<file path="src/rtl/fpu_operand_sequencer_if.sv">
// Operand request and unpacked-result handshake bundle for the FPU front end.
// Ports: req_* (operands in, valid/ready), out_* / op*_ / any_* (unpacked result, valid/ready).
interface fpu_operand_sequencer_if #(
  parameter int FLen   = 32,
  parameter int ExpLen = 8,
  parameter int SigLen = 23
);
  logic              req_valid_i;
  logic              req_ready_o;
  logic [1:0]        req_nops_i;
  logic [FLen-1:0]   rs1_i;
  logic [FLen-1:0]   rs2_i;
  logic [FLen-1:0]   rs3_i;
  logic              out_valid_o;
  logic              out_ready_i;
  logic              opa_sign_o;
  logic              opb_sign_o;
  logic              opc_sign_o;
  logic [ExpLen+1:0] opa_exp_o;
  logic [ExpLen+1:0] opb_exp_o;
  logic [ExpLen+1:0] opc_exp_o;
  logic [SigLen:0]   opa_sig_o;
  logic [SigLen:0]   opb_sig_o;
  logic [SigLen:0]   opc_sig_o;
  logic [5:0]        opa_class_o;
  logic [5:0]        opb_class_o;
  logic [5:0]        opc_class_o;
  logic              any_nan_o;
  logic              any_snan_o;

  modport slave (
    input  req_valid_i, req_nops_i,
    input  rs1_i, rs2_i, rs3_i,
    input  out_ready_i,
    output req_ready_o, out_valid_o,
    output opa_sign_o, opb_sign_o, opc_sign_o,
    output opa_exp_o, opb_exp_o, opc_exp_o,
    output opa_sig_o, opb_sig_o, opc_sig_o,
    output opa_class_o, opb_class_o, opc_class_o,
    output any_nan_o, any_snan_o
  );

  modport master (
    output req_valid_i, req_nops_i,
    output rs1_i, rs2_i, rs3_i,
    output out_ready_i,
    input  req_ready_o, out_valid_o,
    input  opa_sign_o, opb_sign_o, opc_sign_o,
    input  opa_exp_o, opb_exp_o, opc_exp_o,
    input  opa_sig_o, opb_sig_o, opc_sig_o,
    input  opa_class_o, opb_class_o, opc_class_o,
    input  any_nan_o, any_snan_o
  );
endinterface

</file>
<file path="src/rtl/fpu_operand_sequencer.sv">
// FPU operand sequencer: time-shares one external classifier over 1-3 operands.
// Ports: clk_i, resetn_i, flush_i, bus (slave handshake bundle), cls_* classifier link.
module fpu_operand_sequencer #(
  parameter int FLen   = 32,
  parameter int ExpLen = 8,
  parameter int SigLen = 23
) (
  input  logic                    clk_i,
  input  logic                    resetn_i,
  input  logic                    flush_i,
  fpu_operand_sequencer_if.slave  bus,
  output logic [FLen-1:0]         cls_reg_o,
  input  logic [ExpLen+1:0]       cls_exp_i,
  input  logic [SigLen:0]         cls_sig_i,
  input  logic [5:0]              cls_class_i
);

  typedef enum logic [1:0] {
    S_IDLE = 2'd0,
    S_DEC  = 2'd1,
    S_DONE = 2'd2
  } state_e;

  localparam logic [5:0] ClsZero = 6'b000001;

  state_e state_q, state_d;
  logic [1:0] idx_q, idx_d;
  logic [1:0] n_q, n_d;

  logic [2:0][FLen-1:0]   rs_q, rs_d;
  logic [2:0]             sign_q, sign_d;
  logic [2:0][ExpLen+1:0] exp_q, exp_d;
  logic [2:0][SigLen:0]   sig_q, sig_d;
  logic [2:0][5:0]        cls_q, cls_d;
  logic                   nan_q, nan_d;
  logic                   snan_q, snan_d;

  logic [FLen-1:0] op_sel;

  always_comb begin
    op_sel = rs_q[0];
    unique case (idx_q)
      2'd0:    op_sel = rs_q[0];
      2'd1:    op_sel = rs_q[1];
      default: op_sel = rs_q[2];
    endcase
  end

  assign cls_reg_o = (state_q == S_DEC) ? op_sel : '0;

  always_comb begin
    state_d = state_q;
    idx_d   = idx_q;
    n_d     = n_q;
    rs_d    = rs_q;
    sign_d  = sign_q;
    exp_d   = exp_q;
    sig_d   = sig_q;
    cls_d   = cls_q;
    nan_d   = nan_q;
    snan_d  = snan_q;
    unique case (state_q)
      S_IDLE: begin
        if (bus.req_valid_i) begin
          rs_d    = {bus.rs3_i, bus.rs2_i, bus.rs1_i};
          n_d     = (bus.req_nops_i == 2'd0) ? 2'd1 : bus.req_nops_i;
          sign_d  = '0;
          exp_d   = '0;
          sig_d   = '0;
          cls_d   = {ClsZero, ClsZero, ClsZero};
          nan_d   = 1'b0;
          snan_d  = 1'b0;
          idx_d   = 2'd0;
          state_d = S_DEC;
        end
      end
      S_DEC: begin
        for (int i = 0; i < 3; i++) begin
          if (idx_q == 2'(i)) begin
            sign_d[i] = op_sel[FLen-1];
            exp_d[i]  = cls_exp_i;
            sig_d[i]  = cls_sig_i;
            cls_d[i]  = cls_class_i;
          end
        end
        nan_d  = nan_q | cls_class_i[5] | cls_class_i[4];
        snan_d = snan_q | cls_class_i[4];
        // idx stays on the last slot rather than wrapping
        if (idx_q == n_q - 2'd1) begin
          state_d = S_DONE;
        end else begin
          idx_d = idx_q + 2'd1;
        end
      end
      S_DONE: begin
        if (bus.out_ready_i) begin
          state_d = S_IDLE;
        end
      end
      default: state_d = S_IDLE;
    endcase
    if (flush_i) begin
      state_d = S_IDLE;
      idx_d   = 2'd0;
    end
  end

  always_ff @(posedge clk_i or negedge resetn_i) begin
    if (!resetn_i) begin
      state_q <= S_IDLE;
      idx_q   <= '0;
      n_q     <= '0;
      rs_q    <= '0;
      sign_q  <= '0;
      exp_q   <= '0;
      sig_q   <= '0;
      cls_q   <= '0;
      nan_q   <= 1'b0;
      snan_q  <= 1'b0;
    end else begin
      state_q <= state_d;
      idx_q   <= idx_d;
      n_q     <= n_d;
      rs_q    <= rs_d;
      sign_q  <= sign_d;
      exp_q   <= exp_d;
      sig_q   <= sig_d;
      cls_q   <= cls_d;
      nan_q   <= nan_d;
      snan_q  <= snan_d;
    end
  end

  assign bus.req_ready_o = (state_q == S_IDLE);
  assign bus.out_valid_o = (state_q == S_DONE);
  assign bus.opa_sign_o  = sign_q[0];
  assign bus.opb_sign_o  = sign_q[1];
  assign bus.opc_sign_o  = sign_q[2];
  assign bus.opa_exp_o   = exp_q[0];
  assign bus.opb_exp_o   = exp_q[1];
  assign bus.opc_exp_o   = exp_q[2];
  assign bus.opa_sig_o   = sig_q[0];
  assign bus.opb_sig_o   = sig_q[1];
  assign bus.opc_sig_o   = sig_q[2];
  assign bus.opa_class_o = cls_q[0];
  assign bus.opb_class_o = cls_q[1];
  assign bus.opc_class_o = cls_q[2];
  assign bus.any_nan_o   = nan_q;
  assign bus.any_snan_o  = snan_q;

endmodule

</file>
<file path="src/flat_wrapper.sv">
// flat-port wrapper written by rule: the top's interface ports become plain ports
module fpu_operand_sequencer_flat 
#(
  parameter int FLen   = 32,
  parameter int ExpLen = 8,
  parameter int SigLen = 23
)
  (clk_i, resetn_i, flush_i, cls_reg_o, cls_exp_i, cls_sig_i, cls_class_i, bus_req_valid_i, bus_req_nops_i, bus_rs1_i, bus_rs2_i, bus_rs3_i, bus_out_ready_i, bus_req_ready_o, bus_out_valid_o, bus_opa_sign_o, bus_opb_sign_o, bus_opc_sign_o, bus_opa_exp_o, bus_opb_exp_o, bus_opc_exp_o, bus_opa_sig_o, bus_opb_sig_o, bus_opc_sig_o, bus_opa_class_o, bus_opb_class_o, bus_opc_class_o, bus_any_nan_o, bus_any_snan_o);
  fpu_operand_sequencer_if #(.FLen(FLen), .ExpLen(ExpLen), .SigLen(SigLen)) bus_i ();
  input  logic clk_i;
  input  logic resetn_i;
  input  logic flush_i;
  output logic [FLen-1:0] cls_reg_o;
  input  logic [ExpLen+1:0] cls_exp_i;
  input  logic [SigLen:0] cls_sig_i;
  input  logic [5:0] cls_class_i;
  input wire logic [$bits(bus_i.req_valid_i)-1:0] bus_req_valid_i;
  input wire logic [$bits(bus_i.req_nops_i)-1:0] bus_req_nops_i;
  input wire logic [$bits(bus_i.rs1_i)-1:0] bus_rs1_i;
  input wire logic [$bits(bus_i.rs2_i)-1:0] bus_rs2_i;
  input wire logic [$bits(bus_i.rs3_i)-1:0] bus_rs3_i;
  input wire logic [$bits(bus_i.out_ready_i)-1:0] bus_out_ready_i;
  output wire logic [$bits(bus_i.req_ready_o)-1:0] bus_req_ready_o;
  output wire logic [$bits(bus_i.out_valid_o)-1:0] bus_out_valid_o;
  output wire logic [$bits(bus_i.opa_sign_o)-1:0] bus_opa_sign_o;
  output wire logic [$bits(bus_i.opb_sign_o)-1:0] bus_opb_sign_o;
  output wire logic [$bits(bus_i.opc_sign_o)-1:0] bus_opc_sign_o;
  output wire logic [$bits(bus_i.opa_exp_o)-1:0] bus_opa_exp_o;
  output wire logic [$bits(bus_i.opb_exp_o)-1:0] bus_opb_exp_o;
  output wire logic [$bits(bus_i.opc_exp_o)-1:0] bus_opc_exp_o;
  output wire logic [$bits(bus_i.opa_sig_o)-1:0] bus_opa_sig_o;
  output wire logic [$bits(bus_i.opb_sig_o)-1:0] bus_opb_sig_o;
  output wire logic [$bits(bus_i.opc_sig_o)-1:0] bus_opc_sig_o;
  output wire logic [$bits(bus_i.opa_class_o)-1:0] bus_opa_class_o;
  output wire logic [$bits(bus_i.opb_class_o)-1:0] bus_opb_class_o;
  output wire logic [$bits(bus_i.opc_class_o)-1:0] bus_opc_class_o;
  output wire logic [$bits(bus_i.any_nan_o)-1:0] bus_any_nan_o;
  output wire logic [$bits(bus_i.any_snan_o)-1:0] bus_any_snan_o;
  assign bus_i.req_valid_i = bus_req_valid_i;
  assign bus_i.req_nops_i = bus_req_nops_i;
  assign bus_i.rs1_i = bus_rs1_i;
  assign bus_i.rs2_i = bus_rs2_i;
  assign bus_i.rs3_i = bus_rs3_i;
  assign bus_i.out_ready_i = bus_out_ready_i;
  assign bus_req_ready_o = bus_i.req_ready_o;
  assign bus_out_valid_o = bus_i.out_valid_o;
  assign bus_opa_sign_o = bus_i.opa_sign_o;
  assign bus_opb_sign_o = bus_i.opb_sign_o;
  assign bus_opc_sign_o = bus_i.opc_sign_o;
  assign bus_opa_exp_o = bus_i.opa_exp_o;
  assign bus_opb_exp_o = bus_i.opb_exp_o;
  assign bus_opc_exp_o = bus_i.opc_exp_o;
  assign bus_opa_sig_o = bus_i.opa_sig_o;
  assign bus_opb_sig_o = bus_i.opb_sig_o;
  assign bus_opc_sig_o = bus_i.opc_sig_o;
  assign bus_opa_class_o = bus_i.opa_class_o;
  assign bus_opb_class_o = bus_i.opb_class_o;
  assign bus_opc_class_o = bus_i.opc_class_o;
  assign bus_any_nan_o = bus_i.any_nan_o;
  assign bus_any_snan_o = bus_i.any_snan_o;
  fpu_operand_sequencer #(.FLen(FLen), .ExpLen(ExpLen), .SigLen(SigLen)) u_core (.clk_i(clk_i), .resetn_i(resetn_i), .flush_i(flush_i), .bus(bus_i), .cls_reg_o(cls_reg_o), .cls_exp_i(cls_exp_i), .cls_sig_i(cls_sig_i), .cls_class_i(cls_class_i));
endmodule
</file>
<file path="config.mk">
export PLATFORM = sky130hd
export DESIGN_NAME = fpu_operand_sequencer_flat
export DESIGN_NICKNAME = d
export VERILOG_FILES = /design/src/rtl/fpu_operand_sequencer_if.sv /design/src/rtl/fpu_operand_sequencer.sv /design/src/flat_wrapper.sv
export SDC_FILE = /design/constraint.sdc
export NUM_CORES = 1
export LEC_CHECK = 0
export ABC_AREA = 0
export BUFFER_PORTS_ARGS = -buffer_cell sky130_fd_sc_hd__buf_2
export CORE_UTILIZATION = 40
export CTS_CLUSTER_DIAMETER = 150
export DETAILED_ROUTE_END_ITERATION = 10
export GPL_TIMING_DRIVEN = 0
export MAX_ROUTING_LAYER = met4
export PLACE_DENSITY = 0.74
export REMOVE_ABC_BUFFERS = 1
export SLEW_MARGIN = 10
export SYNTH_ARGS = -nofsm -noshare
export SYNTH_HDL_FRONTEND = slang
export SYNTH_SLANG_ARGS = --single-unit
</file>
<file path="constraint.sdc">
create_clock -name clk_i -period 2.4 [get_ports clk_i]
set_input_delay 0.36 -clock clk_i [delete_from_list [all_inputs] [get_ports clk_i]]
set_output_delay 0.36 -clock clk_i [all_outputs]
set_load 0.005 [all_outputs]
</file>
# --- Word level (Yosys, flattened, before mapping) ---
# Index checks and enable logic that the tools add are counted.
# W data, S select, Z words.
classes:
  eq_ne: 13
  n_reduce_logical: 12
  bitwise_logic: 3
  n_mux: 35
  add_sub_neg: 2
op_table:
  columns: ["cell", "n"]
  rows:
  - ["$pmux W72 S2", 1]
  - ["$mux W24", 3]
  - ["$mux W72", 1]
  - ["$pmux W32 S2", 1]
  - ["$pmux W30 S2", 1]
  - ["$pmux W18 S2", 1]
  - ["$mux W32", 1]
  - ["$mux W10", 3]
  - ["$mux W30", 1]
  - ["$mux W18", 1]
  - ["$mux W6", 3]
  - ["$mux W2", 8]
  - ["$reduce_and A3 Y1", 5]
  - ["$ne A3 B3 Y1 const B", 4]
  - ["$ne A2 B2 Y1 const B", 4]
  - ["$logic_not A2 Y1", 3]
  - ["$pmux W2 S3", 1]
  - ["$pmux W3 S2", 1]
  - ["$eq A2 B1 Y1 const B", 2]
  - ["$eq A2 B2 Y1 const B", 2]
  - ["$mux W1", 4]
  - ["$pmux W1 S2", 2]
  - ["$pmux W2 S2", 1]
  - ["$reduce_and A2 Y1", 2]
  - ["other kinds (7)", 9]
totals:
  word_cells: 85
  regBits: 227
  input_bits: 143
  output_inout_bits: 159

# --- Logic depth before layout (Yosys ltp) ---
logic_depth:
  word_depth: 5
  ltp_mapped: 9
  ltp_nobuf: 6

# --- Least setup slack after synthesis ---
# No wires, ideal clock.
synth_path:
  path_type: "register to output"
  startpoint: "reg u_core.idx_q[0]"
  endpoint: "out cls_reg_o[10]"
  slack_ns: 0.536
  t_arrival_ns: 1.504
  required_time_ns: 2.040
  path_stages_with_launch: 8
  n_path_buf: 2
  path_cell_list: "dfrtp_1 -> inv_1 -> ha_1 -> buf_2 -> nor2_1 -> clkbuf_1 -> nand2_1 -> a21oi_1"
synth_between:
  elab_chain_len: 3
  word_cells_on_any_way: 4
  classes_between: "eq/ne: 1; mux: 2; reduce/logical: 1"
synth_lines:
  columns: ["element", "line", "source"]
  rows:
  - ["from (decl)", "fpu_operand_sequencer.sv:27", "logic [1:0] idx_q, idx_d;"]
  - ["from (signal assigned)", "fpu_operand_sequencer.sv:122", "idx_q <= idx_d;"]
  - ["$eq A2 B1 Y1 / $logic_not A2 Y1 (equally long branches)", "fpu_operand_sequencer.sv:42", "unique case (idx_q)"]
  - ["$pmux W32 S2 *", "fpu_operand_sequencer.sv:42", null]
  - ["$mux W32 *", "fpu_operand_sequencer.sv:49", "assign cls_reg_o = (state_q == S_DEC) ? op_sel : '0;"]
  - ["to (decl)", "flat_wrapper.sv:13", "output logic [FLen-1:0] cls_reg_o;"]
# Every way passes the cells marked *; elsewhere a longest branch is shown, timed or not.

# --- Worst setup path after layout ---
layout_path:
  startpoint: "reg u_core.idx_q[0]"
  endpoint: "out cls_reg_o[24]"
# The elaborated chain is that of the path after synthesis.

==> metrics.cfg <==
[global_route]
grt_max_degree = 92
first_global_vias = 7325
antenna_found_initial = 2
grt.overflow.total = 0
grt_pass1_wl_microns = 39920
grt_usage_pct = 21.59

[place]
worst_slack_at_placement_ps = 89.03
routabilityCongestion = 0.8116
hpwlAfterDp_microns = 16150
place_inst = 1379
place.port_buffers = 301

[final_layout]
layout.core_utilization_pct = 54.20
areaGrowthSynthToFinish_pct = 32.89
mostFrequentLayoutCells = sky130_fd_sc_hd__buf_2, sky130_fd_sc_hd__dfrtp_1, sky130_fd_sc_hd__nand2_1, sky130_fd_sc_hd__o21ai_0, sky130_fd_sc_hd__mux2_4
design.final.nets = 1257
multi_input_comb_area_sq_um = 3627
post_route_cells_drive_above_1_share_pct = 46.02
instances_no_fill = 1451
layout.filler_cells = 2068
most_common_library_cell_in_the_layout_ignoring_fill_and_taps = sky130_fd_sc_hd__buf_2
ff_latch_area_sq_um = 5682

[cts]
cts.reportedPaths.clkPinSlew_ps = 60
clk_latency_ps = 520
cts.htree.levels = 1
cts-buffers-inserted = 26
tritoncts_num_sinks = 227
cts_tree = done
clockRootBuffer = sky130_fd_sc_hd__clkbuf_16
cts_max_path_buffers = 3

[timing]
tns_ps = -22.96
final_hold_viol_count = 0
grt_setup_unrepaired = yes
worst-slew-pin-transition_ps = 783.1
timing.slew.headroom_pct = 47.79
fin_worst_skew_ps = 12.90
layout_min_cycle_time_ps = 2423
max_clock_freq_mhz = 412.7
final_critical_path_setup_slack_ps = -22.96
slew_violations = 0
finalCritPeriodShare_pct = 101.0
setup_viol_count_final = 1

[worst_setup_path]
setup.worst_path.start_class = flip-flop
crit_path_end_kind = output pin
r2r_end = u_core.rs_q[95]
critPathMaxStageDelay_ps = 410
reg2reg_from = u_core.state_q[1]
timing.critical_path.from = u_core.idx_q[0]
reg2reg_setup_slack_ps = 170
path_common_cell = sky130_fd_sc_hd__buf_12
timing.critical_path.slowest_stage_cell = sky130_fd_sc_hd__dfrtp_2
critical_path.cell_chain = inv_2 > ha_4 > buf_12 > nor2_4 > buf_6 > buf_12 > nand2_4 > a21oi_4 > buf_2
cp.required_ps = 2040
critPathKind = flip-flop to output pin
worst-r2r-cell-count = 5
data_arrival_critical_path_ps = 2060
worst-path-max-fanout = 7

[synthesis]
yosys.cell_types.count = 30
muxShareOfSynthArea_pct = 15.29
avgSynthCellArea_sq_um = 11.78
synth_area_in_simple_gates_pct = 8.770
synth_adder_area_share_pct = 0.3933
synth_top_family_by_area = multiplexers
postSynthRegisterBits = 227
syn_inst = 810
seq_area_frac_synth_pct = 59.52
synth-compound-area-share_pct = 11.44
syn_area_sq_um = 9544
yosys.area_share.xor_xnor_pct = 0.09177
yosys_warnings = 0

[power_and_ir_drop]
finalPower_mw = 11.58
p_per_area_nw_per_um2 = 912.7
leakage_nw = 6.393
highest_ir_drop_seen_on_vdd_uv = 573.5

[route]
detailedRoute.firstPassIterationCount = 4
ant_nets_after_route = 0
vias = 7146
finalWirelength_microns = 26120
post_route_drc = 0
wl_per_cell_microns = 18.00
drt_first_iter_violations = 384
via_per_inst = 4.925

[floorplanning]
boundaryPins = 302
chipWidth_microns = 156.5
initial_utilization_pct = 40.78
fp.dieH_microns = 156.5
core_sq_um = 23400
fp-row-count = 56
dieArea_sq_um = 24480

[worst_hold_path]
hold-path-endpoint = u_core.idx_q[0]
hold_depth = 2
min_path_type = primary input to flip-flop
worstHoldStart = flush_i

[run]
max_cap_violations = 0

[run_status]
outcome = finished, violations left
failed_checks = setup timing

-- report_power, final --
part / total, mW / leakage [nW] / internal (mW) / switching, mW
combinational: 2.43 / 3.06 / 1.24 / 1.19
clock: 4.26 / 0.456 / 2.68 / 1.58
sequential: 4.88 / 2.88 / 4.48 / 0.405
-- worst max-delay path, delay by kind of cell, from the launching register on --
| family | cells | cell delay, ps |
|---|---|---|
| buffers and inverters | 5 | 610 |
| AOI/OAI and AO/OA | 1 | 160 |
| adders and majority gates | 1 | 170 |
| DFF | 1 | 410 |
| and+or+nand+nor | 2 | 180 |
-- timing repair --
item                       CTS  global route
pin swaps                   35             7
setup buffers               15             2
gates resized for setup     32            17
hold buffers                 1             0
cloned                       5             1
hold endpoints to repair    45             0
setup endpoints to repair   32            34
-- registers in the layout, indices dropped and copies added, names as in the netlist, 10 cells and up --
name                  cells
u_core.bus.opa_exp_o     10
u_core.bus.opb_sig_o     24
u_core.bus.opc_exp_o     10
u_core.bus.opa_sig_o     24
u_core.bus.opc_sig_o     24
u_core.rs_q              96
u_core.bus.opb_exp_o     10
-- how the worst max path moves through the flow --
stage                                to  cells after the start
2_1_floorplan             cls_reg_o[31]                      5
3_3_place_gp   u_core.bus.opc_sig_o[12]                      1
3_5_place_dp            u_core.rs_q[95]                      5
4_1_cts                   cls_reg_o[26]                      9
5_1_grt                   cls_reg_o[24]                      9
6_report                  cls_reg_o[24]                      9
-- stage by stage --
stage | area, sq um | hold WS, ps
finish | 12680 | 32.63
global route | 12680 | 12.03
CTS | 12600 | 5.716
detailed placement | 11310 | 287.1
global placement | 11040 | 457.2
floorplan | 9138 | 64.41
-- synth_stat cells --
cell                       count  area [sq um]
sky130_fd_sc_hd__a21oi_1      35         175.2
sky130_fd_sc_hd__o21ai_0     122         610.6
sky130_fd_sc_hd__buf_6         1         11.26
sky130_fd_sc_hd__nand2_1     196         735.7
sky130_fd_sc_hd__dfrtp_1     227          5680
sky130_fd_sc_hd__nor2_1        6         22.52
sky130_fd_sc_hd__mux2_4       86          1291
sky130_fd_sc_hd__xnor2_1       1         8.760
sky130_fd_sc_hd__nand2b_1      4         25.02
sky130_fd_sc_hd__nor3_1        2         10.01
sky130_fd_sc_hd__ha_1          3         37.54
sky130_fd_sc_hd__nand3_1       1         5.000
sky130_fd_sc_hd__buf_8         2         30.03
sky130_fd_sc_hd__a21o_1        3         22.52
sky130_fd_sc_hd__mux2i_1       1         10.01
sky130_fd_sc_hd__a31oi_1       2         12.51
sky130_fd_sc_hd__nor2_4        1         11.26
sky130_fd_sc_hd__buf_12        8         160.2
sky130_fd_sc_hd__buf_4         1         7.510
sky130_fd_sc_hd__inv_1         6         22.52
sky130_fd_sc_hd__buf_2        14         70.07
sky130_fd_sc_hd__nor2b_1       2         12.51
sky130_fd_sc_hd__o21a_1        1         7.510
sky130_fd_sc_hd__a21oi_2       1         8.760
sky130_fd_sc_hd__and2_4        1         8.760
sky130_fd_sc_hd__o31ai_1       1         7.510
sky130_fd_sc_hd__a22oi_1      33         247.7
sky130_fd_sc_hd__mux2_2       14         157.7
sky130_fd_sc_hd__clkbuf_1     34         127.6
sky130_fd_sc_hd__or2_1         1         6.260
-- kinds of logic (layout without fill, tap and decap cells) --
| kind of cell | count (synthesis) | count (layout) |
|---|---|---|
| compound gates | 198 | 198 |
| other cells | 0 | 2 |
| xor+xnor | 1 | 1 |
| flops | 227 | 227 |
| mux | 101 | 101 |
| buf+inv | 66 | 385 |
| fa+ha+maj | 3 | 3 |
| simple gates | 214 | 215 |
-- layer usage --
layer	global-route usage (%)	vias to the layer above	wire, microns
met5	-	-	0
met2	32.84	238	12200
met3	3.129	82	1085
met1	28.22	3464	11490
li1	-	3362	-
met4	10.88	0	1344
-- area by class of cell --
class,count,area share (%)
Antenna cell,2,0.03946
Clock buffer,41,6.531
Clock inverter,6,0.8681
Inverter,6,0.1776
Multi-Input combinational cell,518,28.60
Sequential cell,227,44.80
Tap cell,319,3.147
Timing Repair Buffer,332,15.84
(Power assumes the default switching activity.)
